File: src/rtl/mpc_pkg.sv
// ---------------------------------------------------------------------------
// mpc_pkg
//   Shared definitions for the MPC multiply-accumulate datapath:
//     - width constants for the product, accumulator and result
//     - the {valid,last} tag that travels alongside the multiplier pipeline
//     - saturating clamp and round-shift helpers used by the accumulator
//   The helpers are sized from the constants below, so a block that uses
//   them must keep its widths equal to these constants.
// ---------------------------------------------------------------------------
package mpc_pkg;

    localparam int MPC_P_W        = 34;  // signed product width
    localparam int MPC_ACC_W      = 40;  // signed accumulator width
    localparam int MPC_OUT_W      = 21;  // signed result width
    localparam int MPC_FRAC_SHIFT = 12;  // fractional bits of the Q0.12 operand
    localparam int MPC_MUL_LAT    = 3;   // ce-enabled edges through the multiplier

    typedef struct packed {
        logic valid;
        logic last;
    } mpc_tag_t;

    // Accumulator and result limits.
    localparam logic signed [MPC_ACC_W-1:0] MPC_ACC_MAX = {1'b0, {(MPC_ACC_W-1){1'b1}}};
    localparam logic signed [MPC_ACC_W-1:0] MPC_ACC_MIN = {1'b1, {(MPC_ACC_W-1){1'b0}}};
    localparam logic signed [MPC_OUT_W-1:0] MPC_OUT_MAX = {1'b0, {(MPC_OUT_W-1){1'b1}}};
    localparam logic signed [MPC_OUT_W-1:0] MPC_OUT_MIN = {1'b1, {(MPC_OUT_W-1){1'b0}}};

    // Half an LSB of the result, expressed at accumulator scale.
    localparam logic signed [MPC_ACC_W:0] MPC_RND_HALF =
        {{(MPC_ACC_W+1-MPC_FRAC_SHIFT){1'b0}}, 1'b1, {(MPC_FRAC_SHIFT-1){1'b0}}};

    // A one-bit-wider sum fits the accumulator iff its top two bits agree.
    function automatic logic mpc_acc_ovf(input logic signed [MPC_ACC_W:0] s);
        return s[MPC_ACC_W] != s[MPC_ACC_W-1];
    endfunction

    function automatic logic signed [MPC_ACC_W-1:0] mpc_sat_acc(
        input logic signed [MPC_ACC_W:0] s
    );
        if (!mpc_acc_ovf(s)) begin
            return s[MPC_ACC_W-1:0];
        end else if (s[MPC_ACC_W]) begin
            return MPC_ACC_MIN;
        end else begin
            return MPC_ACC_MAX;
        end
    endfunction

    // Round half toward +inf, then drop the fractional bits. The add is done
    // one bit wider so it cannot wrap even at the accumulator maximum.
    function automatic logic signed [MPC_ACC_W:0] mpc_round_shift(
        input logic signed [MPC_ACC_W-1:0] a
    );
        logic signed [MPC_ACC_W:0] t;
        t = $signed({a[MPC_ACC_W-1], a}) + MPC_RND_HALF;
        return t >>> MPC_FRAC_SHIFT;
    endfunction

    // The rounded value fits the result iff every bit from the result sign
    // bit upward is a copy of the sign.
    function automatic logic mpc_out_ovf(input logic signed [MPC_ACC_W:0] r);
        logic [MPC_ACC_W-MPC_OUT_W+1:0] hi;
        hi = r[MPC_ACC_W:MPC_OUT_W-1];
        return !((&hi) || !(|hi));
    endfunction

    function automatic logic signed [MPC_OUT_W-1:0] mpc_sat_out(
        input logic signed [MPC_ACC_W:0] r
    );
        if (!mpc_out_ovf(r)) begin
            return r[MPC_OUT_W-1:0];
        end else if (r[MPC_ACC_W]) begin
            return MPC_OUT_MIN;
        end else begin
            return MPC_OUT_MAX;
        end
    endfunction

endpackage : mpc_pkg

File: src/rtl/mpc_tag_pipe.sv
// ---------------------------------------------------------------------------
// mpc_tag_pipe
//   LAT-deep shift register of {valid,last} tags. It advances only on edges
//   where ce is high, exactly like the multiplier registers, so the tag at
//   the output always describes the product currently on mul_p.
//
// Ports
//   clk    in   clock
//   rst    in   asynchronous active-low reset; all stages become invalid
//   ce     in   shift enable (same enable as the multiplier)
//   tag_i  in   tag entering stage 0
//   tag_o  out  tag at stage LAT-1
// ---------------------------------------------------------------------------
module mpc_tag_pipe
    import mpc_pkg::*;
#(
    parameter int LAT = MPC_MUL_LAT
) (
    input  logic     clk,
    input  logic     rst,
    input  logic     ce,
    input  mpc_tag_t tag_i,
    output mpc_tag_t tag_o
);

    mpc_tag_t stage_q [LAT];

    always_ff @(posedge clk or negedge rst) begin
        if (!rst) begin
            for (int i = 0; i < LAT; i++) begin
                stage_q[i] <= '0;
            end
        end else if (ce) begin
            stage_q[0] <= tag_i;
            for (int i = 1; i < LAT; i++) begin
                stage_q[i] <= stage_q[i-1];
            end
        end
    end

    assign tag_o = stage_q[LAT-1];

endmodule : mpc_tag_pipe

File: src/rtl/mpc_mac_acc.sv
// ---------------------------------------------------------------------------
// mpc_mac_acc
//   Sits behind the pipelined signed x unsigned multiplier of the MPC
//   datapath. Tags each operand pair issued to the multiplier, realigns the
//   tag with the product, accumulates the products of a dot product with
//   saturation, and on the last term emits a rounded, saturated result on a
//   valid/ready output. The block owns the multiplier ce, so a stalled
//   output freezes the multiplier, the tags and the accumulator together.
//
// Ports
//   clk        in   clock
//   rst        in   asynchronous active-low reset
//   in_valid   in   operand pair presented to the multiplier this cycle
//   in_last    in   the pair is the final term (qualified by in_valid)
//   in_ready   out  term accepted this cycle (same as mul_ce)
//   mul_ce     out  multiplier clock enable
//   mul_p      in   signed product from the multiplier
//   out_data   out  rounded, saturated dot-product result
//   out_valid  out  out_data holds an unconsumed result
//   out_ready  in   downstream accepts out_data
//   out_sat    out  a clamp occurred during this dot product
// ---------------------------------------------------------------------------
module mpc_mac_acc
    import mpc_pkg::*;
#(
    // The clamp/round helpers are sized from mpc_pkg; keep these at their
    // defaults.
    parameter int P_W   = MPC_P_W,
    parameter int ACC_W = MPC_ACC_W,
    parameter int OUT_W = MPC_OUT_W,
    parameter int SHIFT = MPC_FRAC_SHIFT,
    parameter int LAT   = MPC_MUL_LAT
) (
    input  logic                    clk,
    input  logic                    rst,
    input  logic                    in_valid,
    input  logic                    in_last,
    output logic                    in_ready,
    output logic                    mul_ce,
    input  logic signed [P_W-1:0]   mul_p,
    output logic signed [OUT_W-1:0] out_data,
    output logic                    out_valid,
    input  logic                    out_ready,
    output logic                    out_sat
);

    logic signed [ACC_W-1:0] acc_q,      acc_d;
    logic                    acc_sat_q,  acc_sat_d;
    logic signed [OUT_W-1:0] out_data_q, out_data_d;
    logic                    out_valid_q, out_valid_d;
    logic                    out_sat_q,  out_sat_d;

    mpc_tag_t tag_in;
    mpc_tag_t tag_al;
    logic     acc_en;

    logic signed [ACC_W:0]   sum_w;
    logic signed [ACC_W-1:0] sum_sat;
    logic                    acc_ovf;
    logic signed [ACC_W:0]   rnd_w;
    logic signed [OUT_W-1:0] rnd_sat;
    logic                    out_ovf;

    // The whole pipeline advances unless a result is waiting and refused.
    assign mul_ce   = !out_valid_q || out_ready;
    assign in_ready = mul_ce;

    // A bubble enters as invalid; last is meaningless without valid.
    assign tag_in = '{valid: in_valid, last: in_valid && in_last};

    mpc_tag_pipe #(
        .LAT   (LAT)
    ) u_tag_pipe (
        .clk   (clk),
        .rst   (rst),
        .ce    (mul_ce),
        .tag_i (tag_in),
        .tag_o (tag_al)
    );

    assign acc_en = mul_ce && tag_al.valid;

    // One extra bit so the overflow of acc + product is visible before clamping.
    assign sum_w   = $signed({acc_q[ACC_W-1], acc_q})
                   + $signed({{(ACC_W+1-P_W){mul_p[P_W-1]}}, mul_p});
    assign acc_ovf = mpc_acc_ovf(sum_w);
    assign sum_sat = mpc_sat_acc(sum_w);

    assign rnd_w   = mpc_round_shift(sum_sat);
    assign out_ovf = mpc_out_ovf(rnd_w);
    assign rnd_sat = mpc_sat_out(rnd_w);

    always_comb begin
        acc_d       = acc_q;
        acc_sat_d   = acc_sat_q;
        out_data_d  = out_data_q;
        out_valid_d = out_valid_q;
        out_sat_d   = out_sat_q;

        if (out_valid_q && out_ready) begin
            out_valid_d = 1'b0;
        end

        if (acc_en) begin
            if (tag_al.last) begin
                // A new result on the same edge as a handshake overrides the
                // clear above, so back-to-back results leave no bubble.
                out_data_d  = rnd_sat;
                out_valid_d = 1'b1;
                out_sat_d   = acc_sat_q || acc_ovf || out_ovf;
                acc_d       = '0;
                acc_sat_d   = 1'b0;
            end else begin
                acc_d       = sum_sat;
                acc_sat_d   = acc_sat_q || acc_ovf;
            end
        end
    end

    always_ff @(posedge clk or negedge rst) begin
        if (!rst) begin
            acc_q       <= '0;
            acc_sat_q   <= 1'b0;
            out_data_q  <= '0;
            out_valid_q <= 1'b0;
            out_sat_q   <= 1'b0;
        end else begin
            acc_q       <= acc_d;
            acc_sat_q   <= acc_sat_d;
            out_data_q  <= out_data_d;
            out_valid_q <= out_valid_d;
            out_sat_q   <= out_sat_d;
        end
    end

    assign out_data  = out_data_q;
    assign out_valid = out_valid_q;
    assign out_sat   = out_sat_q;

endmodule : mpc_mac_acc
File: config.mk
export PLATFORM = sky130hd
export DESIGN_NAME = mpc_mac_acc
export DESIGN_NICKNAME = d
export VERILOG_FILES = /design/src/rtl/mpc_pkg.sv /design/src/rtl/mpc_tag_pipe.sv /design/src/rtl/mpc_mac_acc.sv
export SDC_FILE = /design/constraint.sdc
export NUM_CORES = 1
export LEC_CHECK = 0
export ABC_AREA = 1
export BUFFER_PORTS_ARGS = -buffer_cell sky130_fd_sc_hd__buf_2
export CAP_MARGIN = 15
export CELL_PAD_IN_SITES_DETAIL_PLACEMENT = 1
export CELL_PAD_IN_SITES_GLOBAL_PLACEMENT = 1
export CORE_MARGIN = 2
export CORE_UTILIZATION = 40
export CTS_BUF_LIST = sky130_fd_sc_hd__clkbuf_2
export DETAILED_ROUTE_END_ITERATION = 10
export GPL_ROUTABILITY_DRIVEN = 0
export PLACE_DENSITY = 0.81
export SYNTH_ARGS = -nofsm -noshare
export SYNTH_HDL_FRONTEND = slang
export SYNTH_HIERARCHICAL = 1
export SYNTH_SLANG_ARGS = --single-unit
File: constraint.sdc
create_clock -name clk -period 3.76 [get_ports clk]
set_input_delay 0 -clock clk [delete_from_list [all_inputs] [get_ports clk]]
set_output_delay 0 -clock clk [all_outputs]
set_load 0.005 [all_outputs]
# After elaboration in Yosys (flattened, before gate mapping)
# Index checks and enable logic that the tools add are counted.
# classes
n_eq_ne	1
n_addsub	2
n_mux	9
reduce_logical	13
# ops
operator	count
2-to-1 mux 40 bit	3
2-to-1 mux 21 bit	2
adder 40 x 13 -> 41 bit (second input constant)	1
adder 40 x 34 -> 41 bit	1
AND reduction 9 bit	1
OR reduction 9 bit	1
logical OR 1 bit	4
2-to-1 mux 1 bit	4
logical AND 1 bit	3
logical NOT 1 bit	3
AND reduction 2 bit	1
!= test 1 bit	1
# totals
output_inout_bits	25
reg_bits	70

# Logic depth before layout (Yosys ltp)
# logic_depth
ltp_word	9
mapped_depth	35

# By module
# The synthesis kept the hierarchy.
# modules_own_cells
mod	seq_area_each_um2	n_inst	cells_per_inst	area_each_um2
mpc_mac_acc	1601.5	1	1164	7153.1
mpc_tag_pipe	150.1	1	27	236.5

# Least setup slack after synthesis
# OpenSTA, ideal clock, no wires.
# synth_path
path_kind	flip-flop to flip-flop
start	reg acc_q[0]
end	reg out_data_q[10], in the netlist out_data[10]
stages_incl_launch_ff	33
path_buffers	3
slack_ns	-0.255
synth_period_minus_slack_ns	4.015
arrival_time_ns	3.900
cell_sequence	dfrtp_1 > ha_1 > fa_1 > nand2_1 > nand2_1 > nand3_1 > nand2_1 > nand2_1 > nand3_2 > nand2_2 > nand2_2 > nand2_1 > nand2_2 > nand2_2 > buf_2 > buf_1 > nand2_1 > inv_1 > ha_1 > nand2_1 > nor2_4 > nand2_1 > nor2_4 > nand3_1 > nand2_1 > nand2_1 > nor2_1 > nand3_1 > nand2_1 > nand2_1 > buf_6 > nor2_1 > nor2_1
# synth_between
elab_chain_len	8
# synth_rtl
item	line	rtl
start: declaration	mpc_mac_acc.sv:47	logic signed [ACC_W-1:0] acc_q, acc_d;
start signal: assignment	mpc_mac_acc.sv:122	acc_q <= '0;
start signal: assignment	mpc_mac_acc.sv:128	acc_q <= acc_d;
adder 40 x 34 -> 41 bit (*)	mpc_mac_acc.sv:85	+ $signed({{(ACC_W+1-P_W){mul_p[P_W-1]}}, mul_p});
2-to-1 mux 40 bit or != test 1 bit (tied branches)	mpc_pkg.sv:43, mpc_pkg.sv:35	
2-to-1 mux 40 bit (*)	mpc_pkg.sv:41	if (!mpc_acc_ovf(s)) begin
adder 40 x 13 -> 41 bit (*)	mpc_pkg.sv:56	t = $signed({a[MPC_ACC_W-1], a}) + MPC_RND_HALF;
OR reduction 9 bit	mpc_pkg.sv:65	return !((&hi) || !(|hi));
logical NOT 1 bit	mpc_pkg.sv:65	
logical OR 1 bit	mpc_pkg.sv:65	
2-to-1 mux 21 bit (*)	mpc_pkg.sv:71	if (!mpc_out_ovf(r)) begin
end signal: assignment	mpc_mac_acc.sv:130	out_data_q <= out_data_d;
end: declaration	mpc_mac_acc.sv:49	logic signed [OUT_W-1:0] out_data_q, out_data_d;
# Every way passes the cells marked *; elsewhere a longest branch is shown, timed or not.
# A chain may end at the register's enable or synchronous reset.

# Worst setup path in the final report
# layout_path
start	reg acc_q[22]
end	reg out_data_q[7], in the netlist out_data[7]
# The elaborated chain is that of the path after synthesis.

==> impl_metrics.json <==
{
  "synth_async_sr_flop_share": 1.00,
  "crit_top_cell": "sky130_fd_sc_hd__nand2_1",
  "maximum_number_of_pins_on_one_net_before_global_route_repair": 71,
  "synth.ff_latch_count": 70,
  "worst-path-max-fanout": 5,
  "residual_drc_count": 0,
  "placement.io_buffers": 63,
  "seq_area_frac_synth": 0.237,
  "setup.worst_path.start_class": "register",
  "ioPinCount": 64,
  "ys_dominant_reg_cell": "sky130_fd_sc_hd__dfrtp_1",
  "yosys.area.top_type_share": 0.237,
  "latest_clock_arrival_within_the_worst_skew_pair_ns": 0.79,
  "least_margin_pin_slew_ns": 1.11,
  "ratio_of_routed_vias_to_standard_cells": 6.21,
  "synth_fp_nets": 1272,
  "cp_data_required_time_ns": 4.39,
  "post_drt_wl_per_cell_um": 27.0,
  "std_cell_rows": 49,
  "antenna_violations_before_repair": 1,
  "max_slew_margin": 0.255,
  "cp_num_buf_inv": 3,
  "cp_data_arrival_time_ns": 5.51,
  "min-delay-path-class": "in -> async",
  "die_h_um": 140,
  "clock_sinks": 70,
  "cts_tree": "built",
  "nets": 1524,
  "max_cap_viol_count": 0,
  "synthTopCellsByArea": "sky130_fd_sc_hd__dfrtp_1, sky130_fd_sc_hd__nand2_1, sky130_fd_sc_hd__inv_1",
  "floorplan.die_area_mm2": 0.0196,
  "path_class": "reg -> reg",
  "cts_inserted_buffers": 9,
  "post_synth_instance_area_mm2": 0.00739,
  "global_route.overflow_total": 0,
  "cpMaxStageDelayCell": "sky130_fd_sc_hd__dfrtp_1",
  "drt_pass1_iterations": 6,
  "drt_iter0_markers": 1145,
  "skew_ns": 0.117,
  "critical_path.endpoint_type": "register",
  "drt.antenna.violating_nets": 0,
  "failed_checks": "hold timing, setup timing",
  "run_status": "finished, violations left",
  "yosysMostFrequentCell": "sky130_fd_sc_hd__nand2_1",
  "syn-instance-count": 1191,
  "die-width_um": 140,
  "worst_path_largest_cell_delay_ns": 0.64,
  "final_min_period_over_clock_period": 1.30,
  "grt_pass1_wl_mm": 52.4,
  "fin_crit_period_ns": 4.88,
  "final_number_of_hold_violating_endpoints": 31,
  "synthesis.yosys.warnings": 6,
  "clkTransAtPathRegs_ns": 0.40,
  "layout.filler_cells": 2312,
  "timing.fmax_ghz": 0.205,
  "ctsHtreeMaxLevel": 3,
  "synth_edf_count": 0,
  "netlist_top_cells_count": "sky130_fd_sc_hd__nand2_1, sky130_fd_sc_hd__inv_1, sky130_fd_sc_hd__nor2_1",
  "cts_buffer_depth": 2,
  "syn-mean-instance-area_um2": 6.20,
  "core_region_area_mm2": 0.0180,
  "place_hpwl_mm": 22.9,
  "via_count_of_the_first_global_routing_pass": 9892,
  "synth_cell_types": 43,
  "postLayoutSetupSlackWorst_ns": -1.12,
  "placed_area_mm2": 0.00894,
  "finalMaxSlewViolations": 0,
  "grt_use_total": 0.340,
  "critical_path.cell_chain": "ha_4 > a21oi_2 > buf_4 > o21ai_0 > inv_1 > nand2_1 > nor2_1 > nand3b_1 > nand2_1 > nand2_4 > nand3_2 > nor2_4 > nand2_1 > nor2_4 > nand3_1 > nand2_1 > nand2_1 > nor2_4 > nand2_4 > buf_12 > a21oi_1 > nor2_1 > nor2_1",
  "route.final.wire_length_mm": 45.4,
  "whs_ns": -0.132,
  "detailroute.via_count": 10400,
  "synth_area_leader_cell": "sky130_fd_sc_hd__dfrtp_1",
  "area_delta_synth_final_pct": 49.1,
  "setup_viol_count_final": 24,
  "path_delay_family": "simple AND/OR/NAND/NOR gates",
  "grt_setup_unrepaired": "true",
  "postLayoutCellArea_mm2": 0.0110,
  "clk_root_buffer_cell": "sky130_fd_sc_hd__clkbuf_2",
  "share_of_final_layout_standard_cells_stronger_than_drive_strength_1": 0.381,
  "initial_core_util": 0.410
}
## worst reg2reg max path, delay by kind of cell (launching register included)
| kind | cells | cell delay, ns |
|---|---|---|
| AO/OA/AOI/OAI | 3 | 0.67 |
| adder cells (fa/ha/maj) | 1 | 0.40 |
| buffers and inverters | 3 | 0.43 |
| flip-flops | 1 | 0.64 |
| AND/OR/NAND/NOR | 16 | 2.59 |
## cells in the final DEF, fill, tap and decap left out, types with 3 or more instances in the layout
| cell | instances |
|---|---|
| sky130_fd_sc_hd__nand4_1 | 9 |
| sky130_fd_sc_hd__a21oi_4 | 8 |
| sky130_fd_sc_hd__buf_2 | 62 |
| sky130_fd_sc_hd__buf_6 | 7 |
| sky130_fd_sc_hd__a31oi_1 | 3 |
| sky130_fd_sc_hd__ha_1 | 6 |
| sky130_fd_sc_hd__or2_2 | 21 |
| sky130_fd_sc_hd__nor2_1 | 105 |
| sky130_fd_sc_hd__dfrtp_1 | 70 |
| sky130_fd_sc_hd__a21oi_1 | 30 |
| sky130_fd_sc_hd__nand2_8 | 3 |
| sky130_fd_sc_hd__nand3_1 | 39 |
| sky130_fd_sc_hd__nand3b_1 | 6 |
| sky130_fd_sc_hd__o21bai_1 | 7 |
| sky130_fd_sc_hd__inv_2 | 8 |
| sky130_fd_sc_hd__nor2_2 | 27 |
| sky130_fd_sc_hd__ha_4 | 34 |
| sky130_fd_sc_hd__buf_4 | 167 |
| sky130_fd_sc_hd__inv_1 | 142 |
| sky130_fd_sc_hd__nand3_4 | 12 |
| sky130_fd_sc_hd__o21ai_0 | 49 |
| sky130_fd_sc_hd__buf_12 | 7 |
| sky130_fd_sc_hd__nor3_1 | 8 |
| sky130_fd_sc_hd__clkbuf_16 | 4 |
| sky130_fd_sc_hd__xor2_1 | 18 |
| sky130_fd_sc_hd__nand3_2 | 17 |
| sky130_fd_sc_hd__nand2_2 | 66 |
| sky130_fd_sc_hd__nor2_4 | 33 |
| sky130_fd_sc_hd__a22o_1 | 4 |
| sky130_fd_sc_hd__nand2_1 | 342 |
| sky130_fd_sc_hd__clkbuf_2 | 9 |
| sky130_fd_sc_hd__dlygate4sd3_1 | 20 |
| sky130_fd_sc_hd__nand2_4 | 19 |
| sky130_fd_sc_hd__a21oi_2 | 29 |
| sky130_fd_sc_hd__o21ai_1 | 4 |
| sky130_fd_sc_hd__o21ai_2 | 3 |
| sky130_fd_sc_hd__xnor2_1 | 22 |
## metrics by stage
step	setup WS [ns]	util	cells	setup TNS (ns)	hold WS (ns)
4_1_cts	-0.0977	0.550	1653	-0.900	0.0376
6_report	-1.12	0.611	1679	-22.80	-0.132
5_1_grt	-1.12	0.611	1678	-22.67	-0.0442
3_3_place_gp	-0.0721	0.496	1598	-1.24	0.215
2_1_floorplan	0.00679	-	1191	0	-0.296
3_5_place_dp	-0.315	0.496	1598	-5.58	0.234
## final timing paths
| kind | from | end | slack [ns] | cells after the start |
|---|---|---|---|---|
| max | acc_q[22]$_DFFE_PN0P_ | out_data[7]$_DFFE_PN0P_ | -1.12 | 23 |
| min | rst | acc_q[30]$_DFFE_PN0P_ | -0.13 | 2 |
| max reg2reg | acc_q[22]$_DFFE_PN0P_ | out_data[7]$_DFFE_PN0P_ | -1.12 | 23 |
| min reg2reg | u_tag_pipe/tag_o[1]$_DFFE_PN0P_ | u_tag_pipe/tag_o[1]$_DFFE_PN0P_ | 0.53 | 2 |
| max in group asynchronous | rst | acc_q[18]$_DFFE_PN0P_ | 3.07 | 2 |
| min in group clk | mul_p[16] | acc_q[16]$_DFFE_PN0P_ | 0.02 | 6 |
## routing by layer
metal | wire [um] | up-vias | global-route usage
met5 | 0 | - | 0
met4 | 4060 | 0 | 0.147
met3 | 4090 | 347 | 0.0581
met2 | 20800 | 808 | 0.600
met1 | 16500 | 5029 | 0.406
li1 | - | 4247 | -
## layout make-up
type	count	area, um^2	area share
repair buffers	269	2130	0.193
inverters	151	569	0.0517
clock buffers	9	45.0	0.00409
multi-input cells	942	6160	0.559
diodes	2	5.00	0.000454
clock inverters	7	72.6	0.00659
well taps	229	287	0.0260
flip-flops and latches	70	1750	0.159
## registers in the layout (all words and copies together) (netlist names)
signal,cells
acc_q,40
acc_sat_q,1
out_data,21
out_sat,1
out_valid,1
u_tag_pipe/stage_q,4
u_tag_pipe/tag_o,2
## what timing repair did
action / in CTS / in global routing
endpoints found under the setup margin: 21 / 22
pin swaps: 6 / 58
gates cloned: 1 / 4
hold endpoints to repair: 88 / 0
setup buffers: 18 / 20
hold buffers: 20 / 0
gates resized for setup: 81 / 197
## logic make-up (layout without fill, tap and decap cells)
kind of cell / count (synthesis) / after routing / synth area share
compound gates: 142 / 142 / 0.113
xor+xnor: 41 / 41 / 0.0486
fa+ha+maj: 42 / 42 / 0.0721
buf+inv: 179 / 436 / 0.102
flops: 70 / 70 / 0.237
other cells: 0 / 2 / 0
simple gates: 717 / 717 / 0.427
Power is not shown: default switching activity piles up to over one toggle a cycle in this logic, so the estimate is an artifact.
